### src/rtl/y_serializer.sv
// Purpose : buffers 12-bit results in a small FIFO and sends each one as a UART-style frame on sout.
// Latency : a push into an empty, idle block starts its start bit on the next clock edge.
// Backpressure: none upstream; a push into a full FIFO without a same-edge pop is dropped and sets overflow.
//
// Ports:
//   clk, rst_n      - clock (rising edge), asynchronous active-low reset
//   y_in, y_valid   - result word and its one-cycle push strobe
//   sout, sframe    - serial line (idles high) and frame-active flag, both registered
//   full, busy      - FIFO full; FSM active or FIFO non-empty
//   overflow        - sticky flag, set when a push is dropped
// Parameters: DEPTH (power of two, 2..16), DIV (cycles per serial bit, 1..255)
// Build option: define Y_SERIALIZER_PARITY_EN to add an even-parity bit before the stop bit.
module y_serializer #(
  parameter int DEPTH = 4,
  parameter int DIV   = 1
) (
  input  logic        clk,
  input  logic        rst_n,
  input  logic [11:0] y_in,
  input  logic        y_valid,
  output logic        sout,
  output logic        sframe,
  output logic        full,
  output logic        busy,
  output logic        overflow
);

  localparam int              AW        = $clog2(DEPTH);
  localparam logic [7:0]      DIV_LAST  = 8'(DIV - 1);
  localparam logic [AW:0]     DEPTH_CNT = DEPTH[AW:0];
  localparam logic [AW-1:0]   PTR_ONE   = 1;
  localparam logic [AW:0]     CNT_ONE   = 1;

  typedef enum logic [2:0] {
    S_IDLE,
    S_START,
    S_DATA,
`ifdef Y_SERIALIZER_PARITY_EN
    S_PAR,
`endif
    S_STOP
  } state_e;

  state_e        state_q, state_d;
  logic [7:0]    div_cnt_q, div_cnt_d;
  logic [3:0]    bit_cnt_q, bit_cnt_d;
  logic [11:0]   shreg_q, shreg_d;
  logic          sout_q, sout_d;
  logic          sframe_q, sframe_d;
  logic [AW-1:0] wr_ptr_q, wr_ptr_d;
  logic [AW-1:0] rd_ptr_q, rd_ptr_d;
  logic [AW:0]   count_q, count_d;
  logic          overflow_q, overflow_d;
`ifdef Y_SERIALIZER_PARITY_EN
  logic          par_q, par_d;
`endif

  logic [11:0]   mem_q [DEPTH];

  logic          bit_end;
  logic          fifo_empty;
  logic          fifo_full;
  logic          pop;
  logic          push;
  logic [11:0]   head;

  assign bit_end    = (div_cnt_q == DIV_LAST);
  assign fifo_empty = (count_q == '0);
  assign fifo_full  = (count_q == DEPTH_CNT);
  assign head       = mem_q[rd_ptr_q];

  // A word leaves the FIFO either from IDLE or on the last cycle of a stop bit,
  // so consecutive frames run with no idle gap.
  assign pop  = !fifo_empty &&
                ((state_q == S_IDLE) || ((state_q == S_STOP) && bit_end));
  assign push = y_valid && (!fifo_full || pop);

  // Frame sequencing and next-state values
  always_comb begin
    state_d   = state_q;
    div_cnt_d = div_cnt_q;
    bit_cnt_d = bit_cnt_q;
    shreg_d   = shreg_q;
`ifdef Y_SERIALIZER_PARITY_EN
    par_d     = par_q;
`endif

    if (state_q != S_IDLE) begin
      div_cnt_d = bit_end ? 8'd0 : div_cnt_q + 8'd1;
    end

    case (state_q)
      S_IDLE: begin
        if (pop) begin
          state_d   = S_START;
          div_cnt_d = 8'd0;
          shreg_d   = head;
`ifdef Y_SERIALIZER_PARITY_EN
          par_d     = ^head;
`endif
        end
      end
      S_START: begin
        if (bit_end) begin
          state_d   = S_DATA;
          bit_cnt_d = 4'd0;
        end
      end
      S_DATA: begin
        if (bit_end) begin
          if (bit_cnt_q == 4'd11) begin
`ifdef Y_SERIALIZER_PARITY_EN
            state_d = S_PAR;
`else
            state_d = S_STOP;
`endif
          end else begin
            bit_cnt_d = bit_cnt_q + 4'd1;
            shreg_d   = {shreg_q[10:0], 1'b0};
          end
        end
      end
`ifdef Y_SERIALIZER_PARITY_EN
      S_PAR: begin
        if (bit_end) begin
          state_d = S_STOP;
        end
      end
`endif
      S_STOP: begin
        if (bit_end) begin
          if (pop) begin
            state_d = S_START;
            shreg_d = head;
`ifdef Y_SERIALIZER_PARITY_EN
            par_d   = ^head;
`endif
          end else begin
            state_d = S_IDLE;
          end
        end
      end
      default: state_d = S_IDLE;
    endcase
  end

  // Line outputs are derived from the next state so they can be registered
  // and still line up exactly with the state they belong to.
  always_comb begin
    sout_d   = 1'b1;
    sframe_d = (state_d != S_IDLE);
    case (state_d)
      S_START: sout_d = 1'b0;
      S_DATA:  sout_d = shreg_d[11];
`ifdef Y_SERIALIZER_PARITY_EN
      S_PAR:   sout_d = par_d;
`endif
      default: sout_d = 1'b1;
    endcase
  end

  // FIFO pointers, occupancy and overflow flag
  always_comb begin
    wr_ptr_d   = push ? wr_ptr_q + PTR_ONE : wr_ptr_q;
    rd_ptr_d   = pop  ? rd_ptr_q + PTR_ONE : rd_ptr_q;
    count_d    = count_q;
    if (push && !pop) begin
      count_d = count_q + CNT_ONE;
    end else if (pop && !push) begin
      count_d = count_q - CNT_ONE;
    end
    overflow_d = overflow_q | (y_valid & !push);
  end

  always_ff @(posedge clk or negedge rst_n) begin
    if (!rst_n) begin
      state_q    <= S_IDLE;
      div_cnt_q  <= 8'd0;
      bit_cnt_q  <= 4'd0;
      shreg_q    <= 12'd0;
      sout_q     <= 1'b1;
      sframe_q   <= 1'b0;
      wr_ptr_q   <= '0;
      rd_ptr_q   <= '0;
      count_q    <= '0;
      overflow_q <= 1'b0;
`ifdef Y_SERIALIZER_PARITY_EN
      par_q      <= 1'b0;
`endif
    end else begin
      state_q    <= state_d;
      div_cnt_q  <= div_cnt_d;
      bit_cnt_q  <= bit_cnt_d;
      shreg_q    <= shreg_d;
      sout_q     <= sout_d;
      sframe_q   <= sframe_d;
      wr_ptr_q   <= wr_ptr_d;
      rd_ptr_q   <= rd_ptr_d;
      count_q    <= count_d;
      overflow_q <= overflow_d;
`ifdef Y_SERIALIZER_PARITY_EN
      par_q      <= par_d;
`endif
    end
  end

  // Storage is not reset: occupancy going to zero discards its contents.
  // When full with a same-edge pop, write and read hit the same slot; the pop
  // captures the old word before the new one lands.
  always_ff @(posedge clk) begin
    if (push) begin
      mem_q[wr_ptr_q] <= y_in;
    end
  end

  assign sout     = sout_q;
  assign sframe   = sframe_q;
  assign full     = fifo_full;
  assign busy     = (state_q != S_IDLE) || !fifo_empty;
  assign overflow = overflow_q;

endmodule

### config.mk
export PLATFORM = sky130hd
export DESIGN_NAME = y_serializer
export DESIGN_NICKNAME = d
export VERILOG_FILES = /design/src/rtl/y_serializer.sv
export SDC_FILE = /design/constraint.sdc
export NUM_CORES = 1
export LEC_CHECK = 0
export CAP_MARGIN = 20
export CORE_MARGIN = 3
export CORE_UTILIZATION = 53
export CTS_CLUSTER_SIZE = 24
export DETAILED_ROUTE_END_ITERATION = 16
export HOLD_SLACK_MARGIN = 0.06
export PLACE_DENSITY = 0.75
export SYNTH_ARGS = -nofsm -noshare
export SYNTH_HDL_FRONTEND = slang
export SYNTH_SLANG_ARGS = --single-unit
### constraint.sdc
create_clock -name clk -period 2.5 [get_ports clk]
set_input_delay 0.5 -clock clk [delete_from_list [all_inputs] [get_ports clk]]
set_output_delay 0.5 -clock clk [all_outputs]
set_load 0.05 [all_outputs]
# Word level (Yosys, flattened, before mapping)
# Memory sizes are Yosys's and may differ from the RTL's.
# Index checks and enable logic that the tools add are counted.
[word_totals]
ff_bits = 37
word_cells = 78
input_bits = 15
output_inout_bits = 5
memories = 1
mem_bits_rw = 48
[classes]
n_reduce_logical = 22
muxes = 25
addsub = 6
bitwise_logic = 2
n_eq_ne = 11
[memory_table]
columns = ["name", "words", "word_bits", "rd", "rd_ports_with_merged_regs", "wr", "line", "rtl"]
rows = [
  ["mem_q", 4, 12, 1, 0, 1, "58", "logic [11:0] mem_q [DEPTH];"],
]
[op_table]
columns = ["op", "n"]
rows = [
  ["$mux W12", 4],
  ["$pmux W12 S3", 1],
  ["$mux W8", 4],
  ["$mux W3", 7],
  ["$mux W4", 3],
  ["$pmux W3 S4", 1],
  ["$eq A3 B2 Y1 const B", 3],
  ["$reduce_bool A3 Y1", 3],
  ["$add A8 B1 Y8 const B", 1],
  ["$logic_not A8 Y1", 1],
  ["$ne A2 B2 Y1 const B", 4],
  ["$pmux W4 S2", 1],
  ["$reduce_and A4 Y1", 2],
  ["$eq A3 B1 Y1 const B", 2],
  ["$logic_not A3 Y1", 2],
  ["$logic_and A1 B1 Y1", 5],
  ["$add A2 B1 Y2 const B", 2],
  ["$add A4 B1 Y4 const B", 1],
  ["$eq A4 B4 Y1 const B", 1],
  ["$logic_not A1 Y1", 4],
  ["$reduce_bool A2 Y1", 2],
  ["$add A3 B1 Y3 const B", 1],
  ["$eq A3 B3 Y1 const B", 1],
  ["$logic_or A1 B1 Y1", 3],
  ["other kinds (5)", 7],
]

# Depth between registers and ports, before layout
# Gate-level depths: netlist of the first run.
[depth]
ltp_word = 10
ltp_mapped = 13
depth_no_buf = 12

# Worst setup path after synthesis of the first run
# OpenSTA, ideal clock, no wires.
[synth_path]
kind = "flip-flop to flip-flop"
from = "register count_q[0]"
to = "register count_q[1]"
required_time_ns = 2.375
synth_period_minus_slack_ns = 3.134
arrival_ns = 3.010
setup_ns = 0.125
setup_slack_ns = -0.634
n_path_buf = 0
path_stages_with_launch = 7
cell_sequence = "dfrtp_1 > nor3b_1 > a21boi_2 > ha_1 > inv_1 > fa_1 > mux2_2"
[synth_via]
elab_cells_between_ends = 16
cone_classes = "2 x add/sub; 1 x eq/ne; 2 x mux; 11 x reduce/logical"
[synth_rtl]
columns = ["element", "line", "rtl"]
rows = [
  ["start: declaration", "52", "logic [AW:0] count_q, count_d;"],
  ["start signal: assignment", "199", "count_q <= count_d;"],
  ["$eq A3 B3 Y1", "69", "assign fifo_full = (count_q == DEPTH_CNT);"],
  ["named net full", "23", "output logic full,"],
  ["$logic_not A1 Y1", "76", "assign push = y_valid && (!fifo_full || pop);"],
  ["$logic_or A1 B1 Y1", "76", ""],
  ["$logic_and A1 B1 Y1", "76", ""],
  ["named net push", "64", "logic push;"],
  ["$logic_and A1 B1 Y1", "167", "if (push && !pop) begin"],
  ["$mux W3", "167", ""],
  ["named net count_d[1]", "52", ""],
]
# The timed path passes the listed nets, and every way through them passes these cells. The select of a mux whose other input is x is not followed.
# A chain may end at the register's enable or synchronous reset.

# Worst setup path in the final report of the first run
[layout_path]
from = "register div_cnt_q[1]"
to = "register count_q[2]"
[layout_via]
elab_chain_len = 9
elab_cells_between_ends = 12
cone_classes = "1 x mux; 11 x reduce/logical"
[layout_rtl]
columns = ["element", "line", "rtl"]
rows = [
  ["start: declaration", "45", "logic [7:0] div_cnt_q, div_cnt_d;"],
  ["start signal: assignment", "192", "div_cnt_q <= div_cnt_d;"],
  ["$logic_not A8 Y1 (*)", "67", "assign bit_end = (div_cnt_q == DIV_LAST);"],
  ["$logic_and A1 B1 Y1 (*)", "75", "((state_q == S_IDLE) || ((state_q == S_STOP) && bit_end));"],
  ["$logic_or A1 B1 Y1 (*)", "75", ""],
  ["$logic_and A1 B1 Y1 (*)", "74", "assign pop = !fifo_empty &&"],
  ["$logic_or A1 B1 Y1 (*)", "76", ""],
  ["$logic_and A1 B1 Y1 (*)", "76", ""],
  ["named net push", "64", ""],
  ["$logic_not A1 Y1", "169", "end else if (pop && !push) begin"],
  ["$logic_and A1 B1 Y1", "169", ""],
  ["$reduce_bool A2 Y1 (no line)", "n/a", ""],
]
# The timed path passes the listed nets; every way through them passes the cells marked *.

==> results.ini, run 1 <==
[hold_path]
hold_path_class = in2async

[synth]
yosysSeqAreaShare_pct = 63.1
postSynthAreaPerCell_um2 = 14.4
synthSimpleGateAreaFrac_pct = 12.1
syn_area_mm2 = 0.00376
synth-edff-count = 48
synthMuxAreaShare_pct = 8.09
synth_cells = 261
synthAdderAreaFrac_pct = 3.20
ys_warn_count = 0
syn_nets = 285
synth-compound-area-share_pct = 8.73
synth_ff_type = edfxtp_1
synth_seq_cells = 85
synth-xor-area-share_pct = 2.56
ys_types = 51
synthArstFlopShare_pct = 43.5
synth_top_family_by_area = simple AND/OR/NAND/NOR gates

[timing]
slew_headroom_pct = 44.7
drv_slew = 0
fin_skew_ps = 10.1
fmax_mhz = 370
worst_slew_pin_slew_ps = 829
finalCriticalPeriod_ps = 2700
rsz0062_at_grt = true
worst_slack_ps = -204
tns_ps = -373
period_share_pct = 108
finalSetupViolCount = 2
finalHoldViolCount = 0

[die]
rows = 30
start_util_pct = 55.0
design.core.area_mm2 = 0.00683
chipWidth_um = 90.2
dieArea_mm2 = 0.00813
ioPinCount = 20
die_y_um = 90.2

[setup_path]
path_cells = inv_2 -> ha_2 -> or4b_4 -> o21ai_4 -> o211ai_1 -> a21boi_2 -> ha_2 -> inv_2 -> fa_2 -> xor2_1 -> nor2_1 -> xor2_1
critPathMaxStageDelay_ps = 490
arrival_ps = 2970
critical_path.max_fanout = 2
start_kind = flip-flop
crit_slowest_cell = or4b_4
cp-end-kind = flip-flop
critPathRequiredTime_ps = 2770
criticalPathCategory = reg2reg

[run_status]
violations = negative setup slack
status = finished, violations left

[layout]
fill_cells = 511
final_cells = 423
final-seq-area_mm2 = 0.00237
final_net_count = 346
syn_to_final_growth_pct = 23.3
multi_input_comb_area_mm2 = 0.00135
final_layout_size_suffix_gt1_share_pct = 29.4
diodes = 0

[pwr]
p_per_area_mw_per_mm2 = 1030
p_leak_uw = 0.00185
peakVddDrop_uv = 566

[placement]
io_buffers = 19
place_congestion = 0.849
dpl.cell_count = 397
dp_hpwl_um = 4610
pre_cts_ws_ps = -275

[clock_tree]
cts-htree-levels = 3
cts_tree = done
cts_buffers = 9
cts.reportedPaths.clkPinSlew_ps = 90
cts-root-buf = clkbuf_8
hold_buffers = 0
clk_latency_ps = 350
cts.sinks = 85
cts_buffer_depth = 2

[detailed_routing]
ant_nets = 0
wl_met3_um = 207
routed_wl_um = 7270
vias = 2377
wl_met2_um = 3840
drc_errors = 0
dr.max_layer_used = met4
vias_per_cell = 5.62
first_iter_violations = 116
drt_first_pass_iters = 4
wire_per_inst_um = 17.2
wl_met1_um = 3120

[grt]
grt_overflow_total = 0
grt_pass1_vias = 2519
grt_pass1_wl_um = 11800
antenna_found_initial = 0
grt_usage_pct = 18.6
grt_start_max_net_pins = 38

[flow_run]
maxCapViolations = 0

-- cells in the mapped netlist (2+ instances only) --
master	n	area (µm²)
and2_1	6	37.5
o21ai_0	10	50.1
inv_1	7	26.3
nand3_1	8	40.0
clkbuf_1	6	22.5
a31oi_1	2	12.5
a221o_2	2	22.5
xor2_1	6	52.6
nor2_1	13	48.8
a221oi_1	2	17.5
nor2b_1	11	68.8
and3_1	13	81.3
nor3_1	6	30.0
xnor2_1	5	43.8
a221o_1	9	90.1
buf_2	3	15.0
edfxtp_1	48	1440
mux4_2	12	270
nand2_1	10	37.5
ha_1	8	100
a21oi_1	6	30.0
dfrtp_1	36	901
mux2_2	3	33.8
nor3b_1	2	15.0
-- state kept, by name, summed over array words and instances (netlist names) --
signal,count
shreg_q,12
count_q,3
rd_ptr_q,2
state_q,3
bit_cnt_q,4
mem_q,48
sout,1
overflow,1
wr_ptr_q,2
div_cnt_q,8
sframe,1
-- per-layer routing --
metal | global-route usage [%] | vias up
met5 | 0 | -
met4 | 6.76 | 0
met3 | 2.93 | 10
met2 | 33.2 | 50
met1 | 22.9 | 1205
li1 | - | 1112
-- metrics by stage --
step | area, µm² | utilization, % | hold WS [ps] | power (µW)
2_1_floorplan | 3770 | - | 204 | 3220
3_5_place_dp | 4300 | 63.0 | 462 | 3770
5_1_grt | 4630 | 67.8 | 299 | 5050
3_3_place_gp | 4300 | 63.0 | 454 | 3710
4_1_cts | 4590 | 67.1 | 274 | 4740
6_report | 4630 | 67.8 | 244 | 4780
-- power by group --
part	leakage [µW]	switching (µW)	total [µW]	internal, µW
clock	0.0000874	495	858	363
combinational	0.000853	856	1840	984
sequential	0.000905	212	2080	1870
total	0.00185	1560	4780	3210
-- logic make-up after synthesis --
kind of cell	count (synthesis)
flops	85
simple gates	80
compound gates	42
buf+inv	18
mux	15
xor+xnor	11
fa+ha+maj	9
other cells	1
-- critical path: cells and delay by family, from the launching register on --
| family | cells | cell delay, ps |
|---|---|---|
| fa+ha+maj | 3 | 720 |
| simple gates | 2 | 610 |
| compound gates | 3 | 490 |
| flops | 1 | 400 |
| xor+xnor | 2 | 290 |
| buf+inv | 2 | 100 |
-- path summary, 6_finish.rpt --
path                                             start                       to  slack, ps  cells past startpoint
worst min-delay path                             rst_n   div_cnt_q[6]$_DFF_PN0_        240                      1
min in group clk                    overflow$_DFF_PN0_       overflow$_DFF_PN0_        480                      1
worst max-delay path            div_cnt_q[1]$_DFF_PN0_   count_q[2]$_DFFE_PN0P_       -200                     12
worst max register to register  div_cnt_q[1]$_DFF_PN0_   count_q[2]$_DFFE_PN0P_       -200                     12
worst min register to register      overflow$_DFF_PN0_       overflow$_DFF_PN0_        480                      1
max in group asynchronous                        rst_n  rd_ptr_q[1]$_DFFE_PN0N_       1730                      1
-- layout make-up --
cell class / instances / share of cell area [%]
Timing Repair Buffer: 60 / 12.9
Inverter: 7 / 0.567
Multi-Input combinational cell: 159 / 29.1
Clock inverter: 7 / 1.03
Sequential cell: 85 / 51.1
Clock buffer: 9 / 2.67
Tap cell: 96 / 2.59
-- cell usage in the layout, fill, tap and decap left out, types with 5 or more instances in the layout --
master,instances
and3_1,13
dfrtp_1,36
nand2_1,10
buf_4,34
edfxtp_1,48
a21oi_1,6
a221o_1,9
mux4_2,12
ha_1,6
nor2_1,13
clkbuf_8,9
buf_12,5
nor3_1,6
clkdlybuf4s50_1,17
nor2b_1,11
o21ai_0,10
nand3_1,8
inv_1,5
xor2_1,6
xnor2_1,5
-- timing repair --
item                                    CTS  global route
gates resized for setup                   8             7
cloned                                    2             1
setup buffers                             6             4
endpoints found under the setup margin   50            53
pin swaps                                 6            11
Power figures use the tool's default switching activity.
==> inputs of run 2 (changes only) <==
- ABC_AREA: default -> 1
==> results.ini, run 2 <==
[run_status]
status = finished, final reports clean

[pwr]
clkPwrFrac_pct = 20.9  ; +2.9 points
p_per_area_mw_per_mm2 = 1100  ; +6.3%
switching_share_pct = 37.4  ; +4.6 points
power_frac_comb_pct = 35.0  ; -3.5 points
p_seq_share_pct = 44.1  ; +0.6 points
p_switching_uw = 1760  ; +12%
internal-power_uw = 2940  ; -8.4%
peakVddDrop_uv = 641  ; +13%
p_leak_uw = 0.00176  ; -4.4%

[detailed_routing]
ant_nets = 0  ; unchanged
routed_wl_um = 6820  ; -6.3%
vias = 2494  ; +4.9%
first_iter_violations = 185  ; +59%
wire_per_inst_um = 14.3  ; -17%
vias_per_cell = 5.24  ; -6.8%
drt_first_pass_iters = 5  ; +1
drc_errors = 0  ; unchanged

[layout]
fill_cells = 555  ; +8.6%
fin_area_mm2 = 0.00429  ; -7.5%
syn_to_final_growth_pct = 14.3
fin_util_pct = 62.7  ; -5.1 points
final-seq-area_mm2 = 0.00237  ; unchanged
final_net_count = 399  ; +15%
final_layout_size_suffix_gt1_share_pct = 15.8  ; -14 points
multi_input_comb_area_mm2 = 0.00122  ; -9.6%
regMostFlops = mem_q
largest_reg_flops = 48  ; unchanged
final_cell_mix = nand2_1, edfxtp_1, dfrtp_1
top_regs = mem_q: 48 flops, shreg_q: 12 flops, div_cnt_q: 8 flops
final_cells = 476  ; +13%
layout_commonest_cell = nand2_1
diodes = 0  ; unchanged

[grt]
grt_usage_pct = 17.7  ; -0.88 points
grt_pass1_vias = 2410  ; -4.3%
grt_overflow_total = 0  ; unchanged
grt_busiest_layer = met2
antenna_found_initial = 0  ; unchanged
grt_pass1_wl_um = 11300  ; -4.7%
gr-usage-met2_pct = 30.1  ; -3.1 points
grt_start_max_net_pins = 38  ; unchanged
grt_use_met3_pct = 5.10  ; +2.2 points
use_met1_pct = 21.7  ; -1.2 points

[timing]
finalCriticalPeriod_ps = 2360  ; -345 ps
worst_slew_pin_slew_ps = 817  ; -12.5 ps
drv_slew = 0  ; unchanged
finalHoldViolCount = 0  ; unchanged
tns_ps = 0  ; +373 ps
slew_headroom_pct = 45.6  ; +0.84 points
period_share_pct = 94.4  ; -14 points
fin_skew_ps = 11.0  ; +0.871 ps
fmax_mhz = 424  ; +15%
rsz0062_at_grt = false
finalSetupViolCount = 0  ; -2

[setup_path]
worst_r2r_startpoint = div_cnt_q[0]$_DFF_PN0_
reg2reg_depth = 16  ; +4
criticalPathCategory = reg2reg
crit_family = adder cells
critical_path.max_fanout = 6  ; +4
worst-path-stages = 16  ; +4
cpMostUsedCell = nand2_2
critPathMaxStageDelay_ps = 430  ; -60 ps
crit_end = count_q[2]$_DFFE_PN0P_
crit_buf_inv = 3  ; +1
start_kind = flip-flop
critPathRequiredTime_ps = 2740  ; -30 ps
cp-end-kind = flip-flop
path_cells = inv_2 -> ha_1 -> nand2_1 -> nor2_2 -> nand2_2 -> nand2_2 -> nand2_4 -> nand2_2 -> nand2_4 -> inv_2 -> ha_1 -> inv_1 -> fa_1 -> a21oi_1 -> o21ai_1 -> xor2_1
r2r_end = count_q[2]$_DFFE_PN0P_
crit_start = div_cnt_q[0]$_DFF_PN0_
r2r_setup_slack_ps = 140  ; +350 ps
crit_slowest_cell = dfrtp_1
arrival_ps = 2600  ; -370 ps

[die]
chipWidth_um = 90.1  ; about the same
dieArea_mm2 = 0.00812  ; -0.16%
rows = 30  ; unchanged
start_util_pct = 54.9  ; -0.092 points
design.core.area_mm2 = 0.00683  ; unchanged
ioPinCount = 20  ; unchanged
die_y_um = 90.1  ; about the same

[clock_tree]
cts_setup_buffers = 0  ; -6
cts_buffers = 9  ; unchanged
cts_tree = done
clk_latency_ps = 360  ; about the same
cts.sinks = 85  ; unchanged
cts-root-buf = clkbuf_8
hold_buffers = 0  ; unchanged
cts-htree-levels = 3  ; unchanged
cts.reportedPaths.clkPinSlew_ps = 80  ; about the same
cts_buffer_depth = 2  ; unchanged

[placement]
io_buffers = 19  ; unchanged
dpl.cell_count = 460  ; +16%
place_congestion = 0.770  ; -9.3%
place_area_mm2 = 0.00408  ; -5.1%
dp_hpwl_um = 4400  ; -4.4%

[synth]
synth-xor-area-share_pct = 2.34  ; -0.23 points
synth-compound-area-share_pct = 7.61  ; -1.1 points
synth_top_family_by_area = simple AND/OR/NAND/NOR gates
ys_types = 39  ; -24%
yosys-top-cells-area = edfxtp_1, dfrtp_1, nand2_1
yosysSeqAreaShare_pct = 63.2  ; +0.11 points
syn_nets = 369  ; +29%
synth_commonest_cells = nand2_1, edfxtp_1, dfrtp_1, nand3_1
synthArstFlopShare_pct = 43.5  ; unchanged
netlist.area_leader.share_pct = 38.4  ; +0.064 points
synth-edff-count = 48  ; unchanged
postSynthAreaPerCell_um2 = 10.9  ; -24%
synth_ff_type = edfxtp_1
synth.most_common_cell = nand2_1
synth_seq_cells = 85  ; unchanged
syn_area_mm2 = 0.00375  ; -0.17%
synth_cells = 345  ; +32%
ys_warn_count = 0  ; unchanged
synthSimpleGateAreaFrac_pct = 18.7  ; +6.6 points
yosysTopAreaCell = edfxtp_1
synthAdderAreaFrac_pct = 3.20  ; +0.0053 points
synthMuxAreaShare_pct = 0.300  ; -7.8 points

[flow_run]
maxCapViolations = 0  ; unchanged

[hold_path]
hold_path_class = in2async

==> run 2: per-layer routing <==
layer | up-vias | part of all wire, %
met5 | - | 0
met4 | 0 | 1.2
met3 | 7 | 4.9
met2 | 51 | 51
met1 | 1209 | 43
li1 | 1227 | -
==> run 2: kinds of logic after synthesis <==
| family | after synthesis |
|---|---|
| fa+ha+maj | 9 |
| mux | 1 |
| simple gates | 155 |
| xor+xnor | 10 |
| buf+inv | 40 |
| other cells | 1 |
| flops | 85 |
| compound gates | 44 |
==> run 2: cell type report <==
class,count,share of cell area [%]
Clock inverter,7,1.84
Tap cell,96,2.80
Timing Repair Buffer,30,6.25
Multi-Input combinational cell,220,28.4
Inverter,29,2.54
Clock buffer,9,2.89
Sequential cell,85,55.3
==> run 2: worst register-to-register path: stages, from the launching register on <==
cell and delay [ps]:
dfrtp_1 430, inv_2 80, ha_1 160, nand2_1 70, nor2_2 110, nand2_2 80, nand2_2 90, nand2_4 60
nand2_2 70, nand2_4 70, inv_2 80, ha_1 140, inv_1 60, fa_1 380, a21oi_1 150, o21ai_1 90
xor2_1 140
==> run 2: what timing repair did <==
item	in CTS	in global routing
gates resized for setup	0	4
hold endpoints to repair	0	0
setup endpoints to repair	0	2
==> run 2: worst min-delay path by stage <==
stage / from / to / depth (start not counted)
2_1_floorplan: rst_n / bit_cnt_q[0]$_DFFE_PN0P_ / 0
3_3_place_gp: overflow$_DFF_PN0_ / overflow$_DFF_PN0_ / 1
3_5_place_dp: overflow$_DFF_PN0_ / overflow$_DFF_PN0_ / 1
4_1_cts: rst_n / rd_ptr_q[0]$_DFFE_PN0N_ / 1
5_1_grt: rst_n / div_cnt_q[6]$_DFF_PN0_ / 1
6_report: rst_n / div_cnt_q[4]$_DFF_PN0_ / 1
==> run 2: power by group through the flow <==
stage,Clock [µW],Sequential (µW),Combinational (µW)
4_1_cts,1010,2070,1670
5_1_grt,1070,2110,1840
6_report,983,2070,1650
2_1_floorplan,0,2120,1160
3_5_place_dp,0,2090,1660
3_3_place_gp,0,2070,1610
==> run 2: through the flow <==
step	setup WS [ps]	hold slack [ps]	total power, µW
global route	11.7	286	5020
floorplan	180	204	3280
detailed placement	102	464	3750
global placement	155	455	3690
CTS	1.48	258	4750
finish	141	232	4700
==> inputs of run 3 (changes only) <==
- CORE_UTILIZATION: 53 -> 55
- CTS_BUF_LIST: default -> sky130_fd_sc_hd__clkbuf_8
- PLACE_DENSITY: 0.75 -> 0.77
==> results.ini, run 3 (synthesized netlist as in run 2, its figures left out) <==
[die]
design.core.area_mm2 = 0.00649  ; -4.9%
rows = 29  ; -3.3%
dieArea_mm2 = 0.00784  ; -3.4%
chipWidth_um = 88.6  ; -1.7%
start_util_pct = 57.7  ; +2.8 points
ioPinCount = 20  ; unchanged
die_y_um = 88.6  ; -1.7%

[placement]
dpl.cell_count = 440  ; -4.3%
place_congestion = 0.780  ; +1.2%
pre_cts_ws_ps = 82.7  ; -19.3 ps
io_buffers = 19  ; unchanged
dp_hpwl_um = 4390  ; -0.26%
place_area_mm2 = 0.00405  ; -0.77%

[setup_path]
cp-end-kind = flip-flop
arrival_ps = 2600  ; about the same
critPathRequiredTime_ps = 2750  ; about the same
critical_path.max_fanout = 6  ; unchanged
criticalPathCategory = reg2reg
start_kind = flip-flop

[detailed_routing]
first_iter_violations = 119  ; -36%
drt_first_pass_iters = 4  ; -1
vias_per_cell = 5.39  ; +3.0%
wire_per_inst_um = 14.3  ; about the same
routed_wl_um = 6530  ; -4.2%
ant_nets = 0  ; unchanged
drc_errors = 0  ; unchanged
vias = 2460  ; -1.4%

[grt]
grt_start_max_net_pins = 38  ; unchanged
antenna_found_initial = 0  ; unchanged
grt_pass1_wl_um = 10800  ; -4.7%
grt_usage_pct = 18.6  ; +0.84 points
grt_overflow_total = 0  ; unchanged
grt_pass1_vias = 2311  ; -4.1%

[layout]
regMostFlops = mem_q
final_layout_size_suffix_gt1_share_pct = 15.6  ; -0.22 points
final-seq-area_mm2 = 0.00237  ; unchanged
fin_util_pct = 65.7  ; +3.0 points
diodes = 0  ; unchanged
top_regs = mem_q: 48 flops, shreg_q: 12 flops, div_cnt_q: 8 flops
layout_commonest_cell = nand2_1
fin_area_mm2 = 0.00427  ; -0.41%
multi_input_comb_area_mm2 = 0.00123  ; +0.62%
fill_cells = 493  ; -11%
syn_to_final_growth_pct = 13.8
final_net_count = 398  ; -0.25%
final_cell_mix = nand2_1, edfxtp_1, dfrtp_1
final_cells = 456  ; -4.2%
largest_reg_flops = 48  ; unchanged

[timing]
fin_skew_ps = 10.9  ; -0.0125 ps
fmax_mhz = 425  ; +0.21%
finalCriticalPeriod_ps = 2350  ; -4.86 ps
worst_slack_ps = 146  ; +4.86 ps
finalSetupViolCount = 0  ; unchanged
whs_ps = 216  ; -16.4 ps
period_share_pct = 94.2  ; -0.19 points
finalHoldViolCount = 0  ; unchanged
worst_slew_pin_slew_ps = 832  ; +15.5 ps
slew_headroom_pct = 44.5  ; -1.0 points
drv_slew = 0  ; unchanged

[clock_tree]
cts_buffer_depth = 2  ; unchanged
cts_setup_buffers = 0  ; unchanged
clk_latency_ps = 360  ; about the same
cts.sinks = 85  ; unchanged
cts_tree = done
cts_buffers = 9  ; unchanged
cts-htree-levels = 3  ; unchanged
cts-root-buf = clkbuf_8
cts.reportedPaths.clkPinSlew_ps = 90  ; about the same

[hold_path]
hold_path_class = in2async

[run_status]
status = finished, final reports clean

[pwr]
p_per_area_mw_per_mm2 = 1110  ; +1.0%
p_leak_uw = 0.00176  ; about the same
peakVddDrop_uv = 892  ; +39%

[flow_run]
maxCapViolations = 0  ; unchanged

## run 3: cell count changes in the layout (fill, tap and decap cells not counted), sizes merged
cell / previous run / this run
dlymetal6s2s: 1 / 0
dlygate4sd2: 0 / 1
inv: 32 / 34
buf: 13 / 12
clkinvlp: 3 / 1
## run 3: worst paths after layout
check	slack [ps]	endpoint	cells past startpoint	from
min	220	div_cnt_q[4]$_DFF_PN0_	1	rst_n
min in group clk	480	overflow$_DFF_PN0_	1	overflow$_DFF_PN0_
max in group asynchronous	1770	bit_cnt_q[0]$_DFFE_PN0P_	1	rst_n
min reg2reg	480	overflow$_DFF_PN0_	1	overflow$_DFF_PN0_
max reg2reg	150	count_q[1]$_DFFE_PN0P_	14	div_cnt_q[0]$_DFF_PN0_
max	150	count_q[1]$_DFFE_PN0P_	14	div_cnt_q[0]$_DFF_PN0_
## run 3: routing by layer
layer | vias to the layer above | track usage [%] | wire [µm]
met4 | 0 | 6.18 | 102
met1 | 1185 | 23.0 | 2910
li1 | 1227 | - | -
met2 | 37 | 31.3 | 3310
met3 | 11 | 5.59 | 205
met5 | - | 0 | 0
## run 3: cell type report
type | instances | share of cell area [%]
Sequential cell | 85 | 55.5
Multi-Input combinational cell | 220 | 28.7
Timing Repair Buffer | 29 | 6.01
Clock buffer | 9 | 2.90
Inverter | 29 | 2.55
Tap cell | 77 | 2.26
Clock inverter | 7 | 2.08
## run 3: worst max-delay path: stages, from the launching register on
cell and delay [ps]:
dfrtp_1 390, inv_1 80, ha_1 210, nand2_1 80, nor2_2 40, nand2_2 90, nand2_4 70, nand2_4 70
nand2_2 50, nand2_4 90, inv_2 60, ha_1 180, inv_1 100, fa_2 450, mux2_2 270
## run 3: repair_timing
action / CTS / global route
pin swaps: 0 / 0
resized for setup: 1 / 4
setup endpoints to repair: 1 / 1
hold buffers: 0 / 0
## run 3: where the power goes
part	total (µW)	switching, µW	internal (µW)
Combinational	1600	1010	593
Sequential	2110	233	1870
Clock	1020	533	489
Total	4730	1780	2950
## run 3: metrics by stage
stage               setup TNS [ps]  power, µW
global route                 -10.6       5070
floorplan                        0       3280
global placement                 0       3660
finish                           0       4730
detailed placement               0       3740
CTS                              0       4770
